**config.mk**
```make
export PLATFORM = sky130hd
export DESIGN_NAME = irq_dispatch_seq
export DESIGN_NICKNAME = d
export VERILOG_FILES = /design/src/rtl/irq_dispatch_seq.sv
export SDC_FILE = /design/constraint.sdc
export NUM_CORES = 1
export LEC_CHECK = 0
export CORE_ASPECT_RATIO = 1.2
export CORE_MARGIN = 4
export CORE_UTILIZATION = 33
export DETAILED_ROUTE_END_ITERATION = 6
export PLACE_DENSITY_LB_ADDON = 0.25
export SYNTH_ARGS = -nofsm -noshare
export SYNTH_HDL_FRONTEND = slang
export SYNTH_SLANG_ARGS = --single-unit
```
**constraint.sdc**
```tcl
create_clock -name clk -period 3.8 [get_ports clk]
set_clock_uncertainty 0.05 [all_clocks]
set_input_delay 0.57 -clock clk [delete_from_list [all_inputs] [get_ports clk]]
set_output_delay 0.57 -clock clk [all_outputs]
set_load 0.02 [all_outputs]
```
**src/rtl/irq_dispatch_seq.sv**
```systemverilog
// ----------------------------------------------------------------------------
// irq_dispatch_seq
//
// Interrupt dispatch sequencer for an SM83-style CPU core. It samples the
// IE/IF registers at opcode-fetch points. When IME is set and an enabled flag
// is pending, it runs the dispatch sequence:
//   start (IDLE) -> WAIT0 -> WAIT1 -> PUSH_H -> PUSH_L -> JUMP
// The five M-cycles after the start cycle are two internal waits, the push of
// PC high, the push of PC low, and the vector load into PC.
//
// Ports:
//   clk, reset        clock and synchronous active-high reset
//   cpu_en            M-cycle advance strobe; qualifies every state change and
//                     every strobe
//   instr_boundary    CPU is at an opcode fetch, so dispatch may start
//   ime, ie, if_in    interrupt master enable, enable register, flag register
//   pc                current PC value, pushed to the stack
//   busy              dispatch in progress; CPU suppresses fetch and pc_inc
//   ime_clear         clears IME, pulsed in the start cycle
//   halt_wake         some enabled interrupt is pending (ignores IME and reset)
//   sp_dec            SP decrement strobe
//   mem_write         stack write strobe, data in mem_wdata
//   pc_write          full PC load strobe, value in pc_wdata
//   if_clear          one-hot IF clear strobe for the serviced source
// ----------------------------------------------------------------------------
module irq_dispatch_seq #(
  parameter int unsigned NUM_IRQ       = 5,
  parameter logic [15:0] VECTOR_BASE   = 16'h0040,
  parameter int unsigned VECTOR_STRIDE = 8
) (
  input  logic               clk,
  input  logic               reset,
  input  logic               cpu_en,
  input  logic               instr_boundary,
  input  logic               ime,
  input  logic [NUM_IRQ-1:0] ie,
  input  logic [NUM_IRQ-1:0] if_in,
  input  logic [15:0]        pc,
  output logic               busy,
  output logic               ime_clear,
  output logic               halt_wake,
  output logic               sp_dec,
  output logic               mem_write,
  output logic [7:0]         mem_wdata,
  output logic               pc_write,
  output logic [15:0]        pc_wdata,
  output logic [NUM_IRQ-1:0] if_clear
);

  localparam int unsigned SelW = (NUM_IRQ > 1) ? $clog2(NUM_IRQ) : 1;

  typedef enum logic [2:0] {
    StIdle,
    StWait0,
    StWait1,
    StPushH,
    StPushL,
    StJump
  } state_e;

  state_e            state_q, state_d;
  logic [SelW-1:0]   sel_q, sel_d;
  logic              sel_valid_q;
  logic              reset_q;
  logic [NUM_IRQ-1:0] req;
  logic              pending;
  logic              act;
  logic              start;

  assign req       = ie & if_in;
  assign pending   = |req;
  assign halt_wake = pending;

  // reset_q keeps the block quiet for one cycle after reset is released.
  // Without it, a start could be taken in that cycle.
  assign act   = cpu_en & ~reset & ~reset_q;
  assign start = act & (state_q == StIdle) & instr_boundary & ime & pending;

  // Lowest set bit wins. The loop runs downward so the last match is the
  // lowest index.
  always_comb begin
    sel_d = '0;
    for (int i = NUM_IRQ - 1; i >= 0; i--) begin
      if (req[i]) sel_d = SelW'(i);
    end
  end

  // State register
  always_ff @(posedge clk) begin
    if (reset) begin
      state_q <= StIdle;
    end else begin
      state_q <= state_d;
    end
  end

  // Latch the priority decision once, in PUSH_H. Later IE/IF changes
  // cannot redirect the jump.
  always_ff @(posedge clk) begin
    if (reset) begin
      sel_q       <= '0;
      sel_valid_q <= 1'b0;
    end else if (act && state_q == StPushH) begin
      sel_q       <= sel_d;
      sel_valid_q <= pending;
    end
  end

  always_ff @(posedge clk) begin
    reset_q <= reset;
  end

  // Next-state logic
  always_comb begin
    state_d = state_q;
    if (act) begin
      unique case (state_q)
        StIdle:  if (start) state_d = StWait0;
        StWait0: state_d = StWait1;
        StWait1: state_d = StPushH;
        StPushH: state_d = StPushL;
        StPushL: state_d = StJump;
        StJump:  state_d = StIdle;
        default: state_d = StIdle;
      endcase
    end
  end

  // Output decode: Moore strobes gated by act. busy is a level and holds
  // through cpu_en gaps.
  always_comb begin
    busy      = ~reset & (start | (state_q != StIdle));
    ime_clear = 1'b0;
    sp_dec    = 1'b0;
    mem_write = 1'b0;
    mem_wdata = '0;
    pc_write  = 1'b0;
    pc_wdata  = '0;
    if_clear  = '0;
    if (act) begin
      unique case (state_q)
        StIdle: ime_clear = start;
        StWait0: ;
        StWait1: sp_dec = 1'b1;
        StPushH: begin
          sp_dec    = 1'b1;
          mem_write = 1'b1;
          mem_wdata = pc[15:8];
        end
        StPushL: begin
          mem_write = 1'b1;
          mem_wdata = pc[7:0];
        end
        StJump: begin
          pc_write = 1'b1;
          // A cancelled dispatch (nothing pending at PUSH_H) jumps to 0000.
          if (sel_valid_q) begin
            pc_wdata = VECTOR_BASE + 16'(VECTOR_STRIDE * 32'(sel_q));
            for (int i = 0; i < NUM_IRQ; i++) begin
              if_clear[i] = (int'(sel_q) == i);
            end
          end
        end
        default: ;
      endcase
    end
  end

endmodule

```
=== Yosys cells after proc, flatten, opt, wreduce, memory -nomap -nowiden ===
Cells that the tools add are included.
W data, S select, Z words.

* Multiplexer cells: 23
* $add $sub $neg: 1
* Equality and inequality tests: 10
* Bitwise operators: 11
* Reductions and logical operators: 8

{| class="wikitable"
|+ Operators with widths
! operator !! count
|-
| $mux W8 || 4
|-
| $mux W3 || 6
|-
| $pmux W8 S2 || 1
|-
| $eq A3 B3 Y1 const B || 5
|-
| $mux W5 || 3
|-
| $pmux W3 S5 || 1
|-
| $eq A3 B2 Y1 const B || 3
|-
| $add A7 B6 Y8 const A || 1
|-
| $mux W1 || 8
|-
| $and A1 B1 Y1 || 7
|-
| $logic_not A3 Y1 || 2
|-
| $and A5 B5 Y5 || 1
|-
| $reduce_or A5 Y1 || 1
|-
| $reduce_or A2 Y1 || 2
|-
| $eq A3 B1 Y1 const B || 1
|-
| $reduce_bool A3 Y1 || 1
|-
| $ne A2 B2 Y1 const B || 1
|-
| $not A1 Y1 || 2
|-
| $reduce_and A2 Y1 || 1
|-
| $logic_and A1 B1 Y1 || 1
|-
| $or A1 B1 Y1 || 1
|}

* Word-level logic and storage cells: 57
* Bits in registers: 8
* Output and inout bits: 35
* Input bits: 31

=== Longest topological paths before layout ===
Gate-level depths: netlist of run 1.

* Depth after elaboration: 9
* Depth in mapped cells: 5
* Mapped depth without buffers: 4

=== Worst setup path before layout of run 1 ===
No wires, ideal clock.

* Path kind: input-to-output
* Start: input port reset
* End: output port if_clear[4]
* Path buffers: 1
* Cell stages on the path: 4
* Required time: 3.180 ns
* Arrival time: 2.046 ns
* Slack: 1.134 ns
* Cells stage by stage: buf_2 nor3b_4 nand4_2 nor4b_1

* Cells in the longest elaborated chain, start to end: 4

{| class="wikitable"
|+ Ends and longest elaborated chain
! item !! line !! RTL
|-
| start, declared || 32 || <nowiki>input logic reset,</nowiki>
|-
| $not A1 Y1 || 76 || <nowiki>assign act = cpu_en & ~reset & ~reset_q;</nowiki>
|-
| $and A1 B1 Y1 (2 in a row) || 76 ||
|-
| $mux W5 || 140 || <nowiki>if (act) begin</nowiki>
|-
| end, declared || 47 || <nowiki>output logic [NUM_IRQ-1:0] if_clear</nowiki>
|}

Every way passes these cells.

=== Worst setup path in the final report of run 1 ===
Ends and elaborated chain as after synthesis.

==> results.yml, run 1 <==
timing:
  tns_ns: 0
  slew_violations: 0
  finalCriticalPeriod_ns: 3.39
  hold_violations: 0
  setup_viol_count_final: 0
  fmax_mhz: 295
  fin_crit_sh_pct: 89.2
  rsz0062_at_grt: "no"
critical_path:
  path_cells: "clkdlybuf4s50_1 -> buf_4 -> nor3b_4 -> nand4_2 -> nor4b_1 -> clkdlybuf4s50_1"
  crit_type: "in2out"
  rrSetupSlack_ns: 2.26
  required_ns: 3.18
  endpoint_kind: "primary output"
  critical-path-max-stage-delay_ns: 0.66
  slowest_stage: "clkdlybuf4s50_1"
  crit_top_cell: "clkdlybuf4s50_1"
  cp_max_fo: 11
  arrival_ns: 2.77
  cp-start-kind: "input port"
clock_network:
  cts_resized: 0
  ctsHoldBuffers: 0
  clkLatencyLatePin_ns: 0.24
  cts.reportedPaths.clkPinSlew_ns: 0.05
  cts_tree: "done"
  clockBufferDepth: 2
  cts.sinks: 8
  cts_setup_buffers: 0
  numCtsBuffers: 3
  htree_levels: 1
  cts_root_buf: "clkbuf_4"
yosys:
  synth_area_um2: 741
  ys.warnings.count: 0
  synthFlopType: "dfxtp_1"
  ys_ff_latch: 8
  avgSynthCellArea_um2: 8.05
  synth_edf_count: 0
  ys_async_sr_fraction_pct: 0
  synthesis.instances: 92
  ys_seq_area_share_pct: 21.6
  synth.distinct_cells: 38
floorplanning:
  dieWidth_um: 51.3
  die_h_um: 59.9
  core_um2: 2090
  start_util_pct: 35.4
  rows: 18
  io_pins: 66
  dieArea_um2: 3070
finish:
  final_nets: 176
  final_area_um2: 1270
  n_antenna_cell: 0
  multi_input_area_um2: 500
  regArea_um2: 160
  nFillCells: 197
  syn_to_final_growth_pct: 71.5
  drive_above_1_share_pct: 6.99
placement:
  hpwlAfterDp_um: 1870
  io_buffers: 53
  post_dp_cell_area_um2: 1250
  place_congestion: 0.751
power_and_ir_drop:
  ir_drop_uv: 220
  p_total_w: 0.000210
  p_leak_nw: 0.476
  p_per_area_nw_per_um2: 165
drt:
  via_per_inst: 4.99
  drc: 0
  vias: 863
  drt_iter0_drc: 13
  dr.pass1.iters: 4
  ant_nets: 0
  routedWlPerCell_um: 13.1
  wl_um: 2270
run_status:
  status: "completed"
global_routing:
  grt_pass1_vias: 789
  grt_max_degree: 12
  grt-ovfl-total: 0
  antenna_found_initial: 0
  grtUsageTotal_pct: 14.8
  grt_pass1_wl_um: 3510
run:
  maxCapViolCount: 0
worst_hold_path:
  hold_path.class: "reg2reg"
sequential cells by signal, indices dropped and copies added (netlist names):
register	cells
sel_q	3
state_q	3
reset_q	1
sel_valid_q	1
worst paths after layout:
path	startpoint	endpoint	cells after the start
max	reset	if_clear[4]	6
min	sel_valid_q	sel_valid_q	2
max reg2reg	reset_q	state_q[0]	3
min reg2reg	sel_valid_q	sel_valid_q	2
logic make-up (layout without fill, tap and decap cells):
family	Yosys count	in the layout	share of synthesized area [%]
buf+inv	19	59	16.4
other cells	1	12	0.506
compound gates	25	25	25.8
mux	1	1	1.35
flops	8	8	21.6
xor+xnor	1	1	1.18
simple gates	37	37	33.1
routing by layer:
layer,wire length [um],track usage [%],up-vias,part of all wire (%)
met3,261,4.24,2,12
met4,12,4.49,0,0.53
met2,1020,25.6,55,45
met1,973,17.7,384,43
li1,-,-,422,-
met5,0,0,-,0
Yosys cell counts (all sizes together) (2+ instances only):
library cell / n / area (um^2)
nor2: 3 / 11.3
buf: 16 / 110
nand4: 2 / 18.8
nor3: 2 / 10.0
a22o: 8 / 70.1
nand2: 5 / 18.8
nor4b: 3 / 26.3
and3: 3 / 18.8
and2: 4 / 25.0
nor3b: 2 / 26.3
a21oi: 6 / 30.0
nand2b: 4 / 25.0
clkbuf: 2 / 7.51
o21ai: 2 / 10.0
dfxtp: 8 / 160
a22oi: 2 / 15.0
nand3b: 2 / 15.0
cell type report:
cell class / instances / area share [%]
multi-input cells: 76 / 39.4
clock buffers: 3 / 1.77
repair buffers: 55 / 43.0
flip-flops and latches: 8 / 12.6
inverters: 1 / 0.296
well taps: 30 / 2.96
metrics by stage:
stage | util [%] | cells | hold slack (ns) | setup slack [ns]
floorplan | - | 103 | 0.453 | 1.13
finish | 60.6 | 173 | 0.484 | 0.409
CTS | 60.6 | 173 | 0.485 | 0.405
global placement | 59.6 | 170 | 0.474 | 0.403
detailed placement | 59.6 | 170 | 0.476 | 0.409
global route | 60.6 | 173 | 0.516 | 0.156
worst max-delay path: cells and delay by family:
family,cells,cell delay [ns]
buffers and inverters,3,1.25
and+or+nand+nor,3,0.95
layout by cell type, fill, tap and decap left out, types with 2 or more instances in the layout:
| cell type | n |
|---|---|
| and3_1 | 3 |
| nor3_1 | 2 |
| clkdlybuf4s50_1 | 53 |
| a22oi_1 | 2 |
| nor4b_1 | 3 |
| a21oi_1 | 6 |
| nand3b_1 | 2 |
| clkbuf_4 | 3 |
| and2_1 | 4 |
| o21ai_0 | 2 |
| a22o_1 | 8 |
| nand2_1 | 5 |
| buf_4 | 2 |
| dfxtp_1 | 8 |
| conb_1 | 12 |
| nor2_1 | 3 |
| nand2b_1 | 4 |
where the power goes:
part | total [W] | leakage (nW) | switching, W | internal, W
clock network | 0.0000625 | 0.0138 | 0.0000265 | 0.0000360
registers | 0.0000853 | 0.0648 | 0.000000684 | 0.0000846
logic | 0.0000620 | 0.398 | 0.0000269 | 0.0000351
total | 0.000210 | 0.476 | 0.0000542 | 0.000156
No activity file was read; power rests on OpenSTA's default activity.
==> run 2: changes to the inputs <==
--- a/config.mk
+++ b/config.mk
@@ -8,7 +8,9 @@
 export CORE_ASPECT_RATIO = 1.2
 export CORE_MARGIN = 4
 export CORE_UTILIZATION = 33
+export CTS_CLUSTER_SIZE = 16
 export DETAILED_ROUTE_END_ITERATION = 6
+export HOLD_SLACK_MARGIN = 0.1
 export PLACE_DENSITY_LB_ADDON = 0.25
 export SYNTH_ARGS = -nofsm -noshare
 export SYNTH_HDL_FRONTEND = slang
==> results of run 2 <==
Same layout as run 1: the final DEF is identical, and so are final timing and power.
